[src/rtl/xceiver_245_ctl.sv]
// Break-before-make sequencer for one 74x245 transceiver shared by two
// requesters (AB: A drives B, dir=1; BA: B drives A, dir=0).
// Round-robin arbitration, registered nen/dir/grant outputs, and a
// programmable dead time after every release.
// Optional feature macro: XCVR_CTL_TIMEOUT_EN (burst pre-emption after
// MAX_BURST enabled cycles when the other requester is waiting).
module xceiver_245_ctl #(
  parameter int TURN_CYCLES = 2,
  parameter int MAX_BURST   = 16
) (
  input  logic clk,
  input  logic nreset,
  input  logic req_ab,
  input  logic req_ba,
  output logic gnt_ab,
  output logic gnt_ba,
  output logic nen,
  output logic dir,
  output logic busy
);

  typedef enum logic [2:0] {
    S_IDLE,
    S_SETUP,
    S_ACTIVE,
    S_RELEASE,
    S_GAP
  } state_t;

  // GAP is entered with TURN_CYCLES-1 and left on the cycle the counter is 0,
  // giving TURN_CYCLES cycles in GAP.
  localparam logic [3:0] GAP_LOAD = 4'(TURN_CYCLES > 0 ? TURN_CYCLES - 1 : 0);

  if (TURN_CYCLES < 0 || TURN_CYCLES > 15) begin : g_turn_range
    $error("xceiver_245_ctl: TURN_CYCLES must be 0..15");
  end
  if (MAX_BURST < 1 || MAX_BURST > 255) begin : g_burst_range
    $error("xceiver_245_ctl: MAX_BURST must be 1..255");
  end

  state_t     state_q, state_d;
  logic       dir_q, dir_d;
  logic       last_ab_q, last_ab_d;   // 1: AB won last arbitration, 0: BA
  logic [3:0] gap_cnt_q, gap_cnt_d;
  logic       nen_q, gnt_ab_q, gnt_ba_q, busy_q;

  logic win_ab;
  logic any_req;
  logic own_req;
  logic arbitrate;

`ifdef XCVR_CTL_TIMEOUT_EN
  localparam logic [8:0] BURST_LIM = 9'(MAX_BURST);
  logic [7:0] burst_q, burst_d;
  logic       other_req;
  logic       preempt;
`endif

  // Next-state, direction and arbitration logic.
  always_comb begin
    state_d   = state_q;
    dir_d     = dir_q;
    last_ab_d = last_ab_q;
    gap_cnt_d = gap_cnt_q;
    arbitrate = 1'b0;
    win_ab    = req_ab & (~req_ba | ~last_ab_q);
    any_req   = req_ab | req_ba;
    own_req   = dir_q ? req_ab : req_ba;
`ifdef XCVR_CTL_TIMEOUT_EN
    burst_d   = burst_q;
    other_req = dir_q ? req_ba : req_ab;
    preempt   = 1'b0;
`endif

    unique case (state_q)
      S_IDLE: arbitrate = 1'b1;
      S_SETUP: begin
        // Winner gave up during setup: abort with nen never asserted.
        if (own_req) begin
          state_d = S_ACTIVE;
`ifdef XCVR_CTL_TIMEOUT_EN
          burst_d = '0;
`endif
        end else begin
          state_d = S_IDLE;
        end
      end
      S_ACTIVE: begin
`ifdef XCVR_CTL_TIMEOUT_EN
        if (burst_q != 8'hFF) burst_d = burst_q + 8'd1;
        // burst_q counts completed enabled cycles; this cycle is number burst_q+1.
        preempt = other_req && (({1'b0, burst_q} + 9'd1) >= BURST_LIM);
        if (!own_req || preempt) state_d = S_RELEASE;
`else
        if (!own_req) state_d = S_RELEASE;
`endif
      end
      S_RELEASE: begin
        if (TURN_CYCLES == 0) begin
          arbitrate = 1'b1;
        end else begin
          state_d   = S_GAP;
          gap_cnt_d = GAP_LOAD;
        end
      end
      S_GAP: begin
        if (gap_cnt_q == 4'd0) arbitrate = 1'b1;
        else gap_cnt_d = gap_cnt_q - 4'd1;
      end
      default: state_d = S_IDLE;
    endcase

    // The IDLE decision is also taken on the last dead-time cycle, so a
    // waiting requester goes straight to SETUP and consecutive enables are
    // separated by exactly TURN_CYCLES+2 disabled cycles.
    if (arbitrate) begin
      if (any_req) begin
        state_d   = S_SETUP;
        dir_d     = win_ab;
        last_ab_d = win_ab;
      end else begin
        state_d   = S_IDLE;
      end
    end
  end

  // State, direction and registered pin outputs.
  always_ff @(posedge clk) begin
    if (!nreset) begin
      state_q   <= S_IDLE;
      dir_q     <= 1'b0;
      last_ab_q <= 1'b0;
      gap_cnt_q <= 4'd0;
      nen_q     <= 1'b1;
      gnt_ab_q  <= 1'b0;
      gnt_ba_q  <= 1'b0;
      busy_q    <= 1'b0;
    end else begin
      state_q   <= state_d;
      dir_q     <= dir_d;
      last_ab_q <= last_ab_d;
      gap_cnt_q <= gap_cnt_d;
      nen_q     <= (state_d != S_ACTIVE);
      gnt_ab_q  <= (state_d == S_ACTIVE) & dir_d;
      gnt_ba_q  <= (state_d == S_ACTIVE) & ~dir_d;
      busy_q    <= (state_d != S_IDLE);
    end
  end

`ifdef XCVR_CTL_TIMEOUT_EN
  // Enabled-cycle counter for the current grant.
  always_ff @(posedge clk) begin
    if (!nreset) burst_q <= 8'd0;
    else         burst_q <= burst_d;
  end
`endif

  assign nen    = nen_q;
  assign dir    = dir_q;
  assign gnt_ab = gnt_ab_q;
  assign gnt_ba = gnt_ba_q;
  assign busy   = busy_q;

endmodule

[config.mk]
export PLATFORM = sky130hd
export DESIGN_NAME = xceiver_245_ctl
export DESIGN_NICKNAME = d
export VERILOG_FILES = /design/src/rtl/xceiver_245_ctl.sv
export SDC_FILE = /design/constraint.sdc
export NUM_CORES = 1
export LEC_CHECK = 0
export ABC_CLOCK_PERIOD_IN_PS = 5600
export BUFFER_PORTS_ARGS = -buffer_cell sky130_fd_sc_hd__buf_2
export CAP_MARGIN = 10
export CORE_AREA = 2 2 45 43
export CTS_BUF_LIST = sky130_fd_sc_hd__clkbuf_4
export DETAILED_ROUTE_END_ITERATION = 16
export DIE_AREA = 0 0 47 45
export PLACE_DENSITY_LB_ADDON = 0.08
export SYNTH_ARGS = -nofsm -noshare
export SYNTH_HDL_FRONTEND = slang
export SYNTH_SLANG_ARGS = --single-unit
[constraint.sdc]
create_clock -name clk -period 5.6 [get_ports clk]
set_input_delay 1.12 -clock clk [delete_from_list [all_inputs] [get_ports clk]]
set_output_delay 1.12 -clock clk [all_outputs]
set_load 0.01 [all_outputs]
==> impl_metrics.tcl, run 1 <==
set metrics [dict create \
    layout.nets 84 \
    hold_viol 0 \
    path_clk_slew_ns 0.07 \
    setup_ws_ns 3.69 \
    cp.arrival_ns 0.79 \
    pwr-share-clk_pct 31.5 \
    gr-usage-all-layers_pct 12.5 \
    ys_ff_latch 13 \
    clk_latency_ns 0.27 \
    path_class "flip-flop to output pin" \
    rows 14 \
    seqPwrFrac_pct 53.3 \
    drc_errors 0 \
    syn_nets 72 \
    initial_core_util_pct 38.2 \
    io-pin-count 9 \
    core_area_sq_um 1610 \
    vias 467 \
    p_int_mw 0.144 \
    rsz0062_at_grt "no" \
    postCtsHoldBufs 0 \
    syn_to_final_growth_pct 15.7 \
    die_area_sq_um 2120 \
    synth.distinct_cells 28 \
    port_buffers 8 \
    combPwrFrac_pct 15.2 \
    dp_slack_ns 3.55 \
    die_y_um 45 \
    rrSetupSlack_ns 3.71 \
    timing.rr.end "dir" \
    power.total_mw 0.193 \
    wl_per_cell_um 11.0 \
    routed_via_density 4.62 \
    most-common-layout-cells "13 x dfxtp_1, 8 x nor2_1, 8 x buf_2" \
    cts_setup_buffers 0 \
    drtPass1Iterations 4 \
    reg2reg_depth 6 \
    finalCritPeriodShare_pct 34.1 \
    dp.cells 97 \
    crit_chain "buf_2" \
    seq_area_frac_synth_pct 42.3 \
    status "completed" \
    cts_tree "done" \
    postRouteAntennaNets 0 \
    worst_hold_slack_ns 0.512 \
    fin_skew_ns 0.00381 \
    p_switching_mw 0.0486 \
    swShare_pct 25.2 \
    peakVddDrop_v 0.000168 \
    setup_viol 0 \
    drive_gt1_share_pct 23.4 \
    grt_pass1_wl_um 1800 \
    cap_violations 0 \
    antenna_found_initial 0 \
    tritoncts.num_buffers 3 \
    min_delay_path_depth 2 \
    wirelength_um 1110 \
    die_x_um 47 \
    drt_iter0_drc 8 \
    avgSynthCellArea_sq_um 9.33 \
    grt_overflow 0 \
    fill_cells 169 \
    relSlewSlack_pct 73.0 \
    worstSetupStartpointType "flip-flop" \
    cts-root-buf "clkbuf_4" \
    post_cts_resized 0 \
    yosysWarnings 0 \
    tns_ns 0 \
    cts_max_path_buffers 2 \
    power_density_nw_per_um2 271 \
    final_cell_count_no_fill 101 \
    n_antenna_cell 0 \
    cp_max_fo 3 \
    slowest_stage "dfxtp_1" \
    netlist_instances 66 \
    grt_max_degree 11 \
    fin_crit_ns 1.91 \
    critPathTopFamily "flip-flops" \
    slowest_delay_ns 0.38 \
    gp_congestion 0.721 \
    clkSinkCount 13 \
    place_hpwl_um 854 \
    max_freq_ghz 0.523 \
    grt_pass1_vias 381 \
    crit-reg2reg-launch "gap_cnt_q[0]" \
    worst_setup_path_end_kind "output pin" \
    min-delay-start "last_ab_q" \
    crit_buf_inv 1 \
    worst_pin_slew_ns 0.405 \
    final_common_cell "dfxtp_1" \
    h-tree-depth 1 \
    p_leak_nw 0.312 \
    critPathRequiredTime_ns 4.48 \
    report.final.slew_viol_count 0 \
    netlist_area_sq_um 616 \
    hold_end "last_ab_q" \
    hp-class "flip-flop to flip-flop" \
]
-- metal layers --
metal	vias up	wire length, um	GRT usage (%)
li1	250	-	-
met1	209	609	18.4
met2	6	434	15.3
met3	2	50	6.00
met4	0	13	5.00
met5	-	0	0
-- sequential cells by signal (all words and copies together) (netlist names) --
name / count
gap_cnt_q: 4
state_q: 3
busy: 1
dir: 1
gnt_ab: 1
gnt_ba: 1
last_ab_q: 1
nen: 1
-- how the worst max path moves through the flow --
stage	startpoint	end	slack, ns	cells past startpoint
after floorplan	req_ab	dir	3.72	4
after global placement	req_ab	dir	3.56	5
after detailed placement	req_ab	dir	3.55	5
after CTS	dir	dir	3.68	1
after global routing	gap_cnt_q[0]	dir	3.62	6
final	dir	dir	3.69	1
-- layout make-up --
cell class	count	area [sq um]	share of cell area, %
Multi-Input combinational cell	45	325	45.7
Clock buffer	4	30.0	4.22
Tap cell	24	30.0	4.22
Inverter	7	26.3	3.69
Timing Repair Buffer	8	40.0	5.62
Sequential cell	13	260	36.6
-- worst min-delay path, cell delays in order, from the launching register on --
cell and delay [ns]:
dfxtp_1 0.32, o21ai_0 0.07, a21boi_0 0.08
-- through the flow --
stage | instance area [sq um] | util (%)
final | 712 | 44.2
after global placement | 682 | 42.3
after detailed placement | 682 | 42.3
after CTS | 712 | 44.2
after global routing | 712 | 44.2
after floorplan | 616 | -
-- logic make-up (layout without fill, tap and decap cells) --
family	after synthesis	count (layout)	share of synthesized area, %
flip-flops	13	13	42.3
buffers and inverters	8	19	4.88
AND/OR/NAND/NOR	25	25	23.0
multiplexers	3	3	5.08
adder cells (fa/ha/maj)	2	2	4.06
AO/OA/AOI/OAI	15	15	20.7
-- synth_stat cells --
library cell / count / area share [%]
a2111oi_4: 1 / 4.5
a21boi_0: 2 / 2.4
a21oi_1: 2 / 1.6
a31oi_1: 1 / 1.0
and2_1: 1 / 1.0
and2_4: 1 / 1.4
and3_1: 1 / 1.0
buf_1: 1 / 0.61
dfxtp_1: 13 / 42
ha_1: 2 / 4.1
inv_1: 7 / 4.3
mux2_2: 1 / 1.8
mux2i_1: 2 / 3.3
nand2_1: 2 / 1.2
nand2b_1: 1 / 1.0
nand3_1: 5 / 4.1
nor2_1: 8 / 4.9
nor2b_1: 1 / 1.0
nor2b_4: 1 / 2.2
nor3_1: 1 / 0.81
nor3b_1: 2 / 2.4
o2111ai_1: 1 / 1.4
o211a_1: 1 / 1.6
o21a_1: 2 / 2.4
o21ai_0: 3 / 2.4
o31a_1: 1 / 1.4
o32a_2: 1 / 1.8
or3b_4: 1 / 1.8
-- power groups by stage --
stage | clock (mW) | sequential (mW) | combinational, mW
floorplan | 0 | 0.106 | 0.0205
global placement | 0 | 0.105 | 0.0296
detailed placement | 0 | 0.105 | 0.0295
CTS | 0.0637 | 0.103 | 0.0295
global route | 0.0675 | 0.103 | 0.0326
finish | 0.0608 | 0.103 | 0.0294
Note: power is estimated with default switching activity, not from simulation.
==> inputs of run 2 (changes only) <==
- ABC_CLOCK_PERIOD_IN_PS: 5600 -> 1600
- clock period: 5.6 -> 1.6 ns (I/O delays scaled with it)
==> run 2 against run 1 <==
  * The flow now finishes with violations (negative setup slack)
  * Die area is the same
  * Power grew to 3.6 times the previous value
  * Sequential share of layout area is 4.1 points lower
  * Wire length rose by 14%
  * Non-clock buffer count up 10
  * Clock skew barely moved
  * First-iteration DRC count increased by 140%
  * Clock power rose to 3.5 times the previous value
  * Worst hold slack got worse by 0.16 ns
  * Register-to-register slack got worse by 3.8 ns
==> impl_metrics.tcl, run 2 (same netlist as run 1, synthesis figures left out) <==
set metrics [dict create \
    status "finished with violations" \
    violations "negative setup slack" \
    port_buffers 8 \
    postCtsHoldBufs 0 \
    most-common-layout-cells "11 x dfxtp_1, 10 x buf_4, 8 x nor2_1, 8 x buf_2" \
    routed_via_density 4.70 \
    io-pin-count 9 \
    cts-root-buf "clkbuf_4" \
    setup_viol 3 \
    worst_setup_path_end_kind "flip-flop" \
    p_switching_mw 0.195 \
    peakVddDrop_v 0.000425 \
    critPathTopFamily "compound AO/OA/AOI/OAI gates" \
    cap_violations 0 \
    p_int_mw 0.505 \
    crit_chain "inv_2 > ha_4 > or3b_4 > a2111oi_4 > o32a_4 > nor2b_4" \
    place_hpwl_um 914 \
    fin_skew_ns 0.00390 \
    utilization_pct 50.3 \
    die_area_sq_um 2120 \
    p_leak_nw 0.367 \
    vias 522 \
    layout.nets 94 \
    worst_hold_slack_ns 0.349 \
    rows 14 \
    dp.cells 105 \
    largest_register_ffs 4 \
    grt_max_degree 11 \
    grt_overflow 0 \
    cp.arrival_ns 1.90 \
    die_y_um 45 \
    grt_pass1_vias 474 \
    tritoncts.num_buffers 3 \
    report.final.slew_viol_count 0 \
    power_density_nw_per_um2 863 \
    path_clk_slew_ns 0.09 \
    rsz0062_at_grt "yes" \
    wirelength_um 1260 \
    max_freq_ghz 0.598 \
    drtPass1Iterations 4 \
    placed_cell_area_sq_um 766 \
    gp_congestion 0.755 \
    relSlewSlack_pct 69.2 \
    min_delay_path_depth 3 \
    top_register "gap_cnt_q" \
    cts_tree "done" \
    syn_to_final_growth_pct 31.7 \
    fin_crit_ns 1.67 \
    path_class "flip-flop to flip-flop" \
    drive_gt1_share_pct 37.9 \
    h-tree-depth 1 \
    slowest_stage "or3b_4" \
    initial_core_util_pct 38.2 \
    wl_per_cell_um 11.3 \
    grt_pass1_wl_um 2080 \
    cp_max_fo 3 \
    hold_viol 0 \
    seqPwrFrac_pct 50.5 \
    die_x_um 47 \
    antenna_found_initial 0 \
    hp-class "input port to flip-flop" \
    top_regs "gap_cnt_q x4, state_q x3" \
    cts_max_path_buffers 2 \
    clk_latency_ns 0.28 \
    critPathRequiredTime_ns 1.82 \
    postRouteAntennaNets 0 \
    combPwrFrac_pct 19.5 \
    worstSetupStartpointType "flip-flop" \
    cp.depth 6 \
    swShare_pct 27.9 \
    drc_errors 0 \
    core_area_sq_um 1610 \
    worst_pin_slew_ns 0.462 \
    finalCritPeriodShare_pct 105 \
    clkSinkCount 13 \
    reg2reg_depth 6 \
    drt_iter0_drc 19 \
    final_common_cell "dfxtp_1" \
    crit_buf_inv 1 \
    fill_cells 168 \
    slowest_delay_ns 0.40 \
    pwr-share-clk_pct 30.0 \
    final_cell_count_no_fill 111 \
    n_antenna_cell 0 \
    gr-usage-all-layers_pct 14.1 \
    setup_ws_ns -0.0733 \
    fin_area_sq_um 811 \
]
run 2: cell count changes in the layout (fill, tap and decap cells not counted), sizes merged:
cell	change
clkinv	+1
clkbuf	-1
buf	+10
run 2: layer usage:
metal | up-vias | track usage, % | share of wire [%]
met5 | - | 0 | 0
met4 | 0 | 6.67 | 0.80
met3 | 2 | 3.60 | 4.1
met2 | 12 | 19.2 | 43
met1 | 235 | 20.5 | 52
li1 | 273 | - | -
run 2: per-stage QoR:
stage | setup TNS (ns) | worst slack [ns] | power, mW
3_3_place_gp | -0.139 | -0.0484 | 0.494
5_1_grt | -0.705 | -0.157 | 0.736
3_5_place_dp | -0.245 | -0.0867 | 0.494
6_report | -0.193 | -0.0733 | 0.700
2_1_floorplan | -0.0807 | -0.0391 | 0.448
4_1_cts | -0.215 | -0.0782 | 0.707
run 2: worst paths after layout:
check	start	to	slack [ns]
worst max-delay path	gap_cnt_q[1]	gnt_ab	-0.07
worst min-delay path	nreset	busy	0.35
worst max register to register	gap_cnt_q[1]	gnt_ab	-0.07
worst min register to register	last_ab_q	last_ab_q	0.51
run 2: worst min-delay path, cell delays in order:
cell and delay, ns:
buf_2 0.16, inv_1 0.07, a31oi_1 0.04
run 2: cell type report:
cell class	instances	area [sq um]	share of cell area [%]
clock buffer	3	22.5	2.78
multi-input combinational	45	349	43.1
sequential	13	263	32.4
tap	24	30.0	3.70
clock inverter	1	5.00	0.617
timing repair buffer	18	115	14.2
inverter	7	26.3	3.24
run 2: repair_timing:
action	CTS	global route
setup endpoints to repair	4	6
pin swaps	1	1
gates resized for setup	1	1
endpoints found under the hold margin	0	0
buffers inserted	1	1
run 2: power groups by stage:
| stage | Combinational [mW] | Clock (mW) | Sequential, mW |
|---|---|---|---|
| floorplan | 0.0785 | 0 | 0.370 |
| global placement | 0.133 | 0 | 0.360 |
| detailed placement | 0.134 | 0 | 0.360 |
| CTS | 0.135 | 0.220 | 0.353 |
| global route | 0.151 | 0.230 | 0.356 |
| finish | 0.136 | 0.210 | 0.353 |
==> inputs of run 3 (changes only) <==
- CORE_AREA: 2 2 45 43 -> 8 8 51 49
- DIE_AREA: 0 0 47 45 -> 0 0 59 57
==> run 3 against run 2 <==
  * The flow still finishes with violations (negative setup slack)
  * Critical path depth unchanged
  * Via count decreased by 2.7%
  * Clock power increased by 2%
  * Power about the same
  * Die area increased by 59%
  * Critical endpoint is now dir
==> impl_metrics.tcl, run 3 (same netlist as run 1, synthesis figures left out) <==
set metrics [dict create \
    status "finished with violations" \
    violations "negative setup slack" \
    grt_overflow 0 \
    syn_to_final_growth_pct 32.5 \
    gp_congestion 0.752 \
    drive_gt1_share_pct 37.6 \
    postCtsHoldBufs 0 \
    antenna_found_initial 0 \
    crit_start "gap_cnt_q[1]" \
    initial_core_util_pct 35.7 \
    top_register "gap_cnt_q" \
    n_antenna_cell 0 \
    cp.arrival_ns 1.83 \
    clk_latency_ns 0.27 \
    grt_pass1_wl_um 2140 \
    tritoncts.num_buffers 3 \
    path_class "flip-flop to flip-flop" \
    io-pin-count 9 \
    place_hpwl_um 895 \
    worst_pin_slew_ns 0.436 \
    multi_input_area_sq_um 367 \
    max_freq_ghz 0.602 \
    fin_crit_ns 1.66 \
    setup_viol 3 \
    worst_hold_slack_ns 0.353 \
    gr-usage-all-layers_pct 8.32 \
    crit-reg2reg-launch "gap_cnt_q[1]" \
    hold_viol 0 \
    dp.cells 104 \
    fin_skew_ns 0.00280 \
    path_clk_slew_ns 0.07 \
    placed_cell_area_sq_um 752 \
    die_x_um 59 \
    port_buffers 8 \
    routed_via_density 4.62 \
    cp_max_fo 3 \
    reg2reg_depth 6 \
    p_leak_nw 0.356 \
    dp_slack_ns -0.0677 \
    drt_iter0_drc 16 \
    hp-class "input port to flip-flop" \
    power_density_nw_per_um2 857 \
    setup_ws_ns -0.0617 \
    vias 508 \
    grt_max_degree 11 \
    seq_area_sq_um 262 \
    clkSinkCount 13 \
    tns_ns -0.156 \
    top_regs "gap_cnt_q x4, state_q x3" \
    rows 15 \
    most-common-layout-cells "12 x dfxtp_1, 8 x nor2_1, 8 x buf_2, 8 x buf_4, 5 x inv_1" \
    die_y_um 57 \
    die_area_sq_um 3360 \
    relSlewSlack_pct 70.6 \
    grt_pass1_vias 489 \
    fill_cells 174 \
    wl_per_cell_um 11.0 \
    largest_register_ffs 4 \
    cap_violations 0 \
    drc_errors 0 \
    rrSetupSlack_ns -0.06 \
    final_cell_count_no_fill 110 \
    timing.rr.end "dir" \
    final_common_cell "dfxtp_1" \
    min-delay-start "nreset" \
    worstSetupStartpointType "flip-flop" \
    core_area_sq_um 1730 \
    peakVddDrop_v 0.000470 \
    postRouteAntennaNets 0 \
    cts_max_path_buffers 2 \
    cts_tree "done" \
    rsz0062_at_grt "yes" \
    hold_end "gap_cnt_q[1]" \
    layout.nets 92 \
    drtPass1Iterations 4 \
    min_delay_path_depth 2 \
    utilization_pct 47.2 \
    finalCritPeriodShare_pct 104 \
    fin_area_sq_um 816 \
    power.total_mw 0.700 \
    report.final.slew_viol_count 0 \
    critPathRequiredTime_ns 1.77 \
    cts-root-buf "clkbuf_4" \
    worst_setup_path_end_kind "flip-flop" \
    wirelength_um 1210 \
    h-tree-depth 1 \
]
==> run 3: what timing repair did <==
item / CTS / global route
endpoints found under the setup margin: 4 / 6
pin swaps: 1 / 0
resized for setup: 2 / 3
buffers inserted: 2 / 0
==> run 3: report_power, final <==
group	internal [mW]	switching (mW)	total [mW]
registers	0.342	0.00991	0.352
logic	0.0641	0.0691	0.133
clock network	0.114	0.100	0.214
total	0.520	0.179	0.700
==> run 3: worst max-delay path, cell delays in order (launching register included) <==
cell and delay [ns]:
dfxtp_2 0.33, inv_2 0.07, ha_4 0.13, or3b_4 0.40, and2_4 0.18, o32a_4 0.31
and2_1 0.16
==> run 3: worst max path at each step <==
stage / to / depth (start not counted)
final: dir / 6
after global routing: gnt_ab / 6
after CTS: gnt_ab / 6
after detailed placement: gnt_ab / 6
after global placement: dir / 6
after floorplan: dir / 6
==> run 3: cell type report <==
| type | count | share of cell area [%] |
|---|---|---|
| multi-input combinational | 45 | 44.9 |
| sequential | 13 | 32.1 |
| timing repair buffer | 16 | 12.3 |
| tap | 25 | 3.83 |
| clock buffer | 4 | 3.68 |
| inverter | 7 | 3.22 |
==> run 3: routing by layer <==
metal  GRT usage (%)  up-vias  wire length, um
met4            4.10        0               25
li1                -      271                -
met1            10.6      225              628
met3            4.26        4               58
met5               0        -                0
met2            11.1        8              497
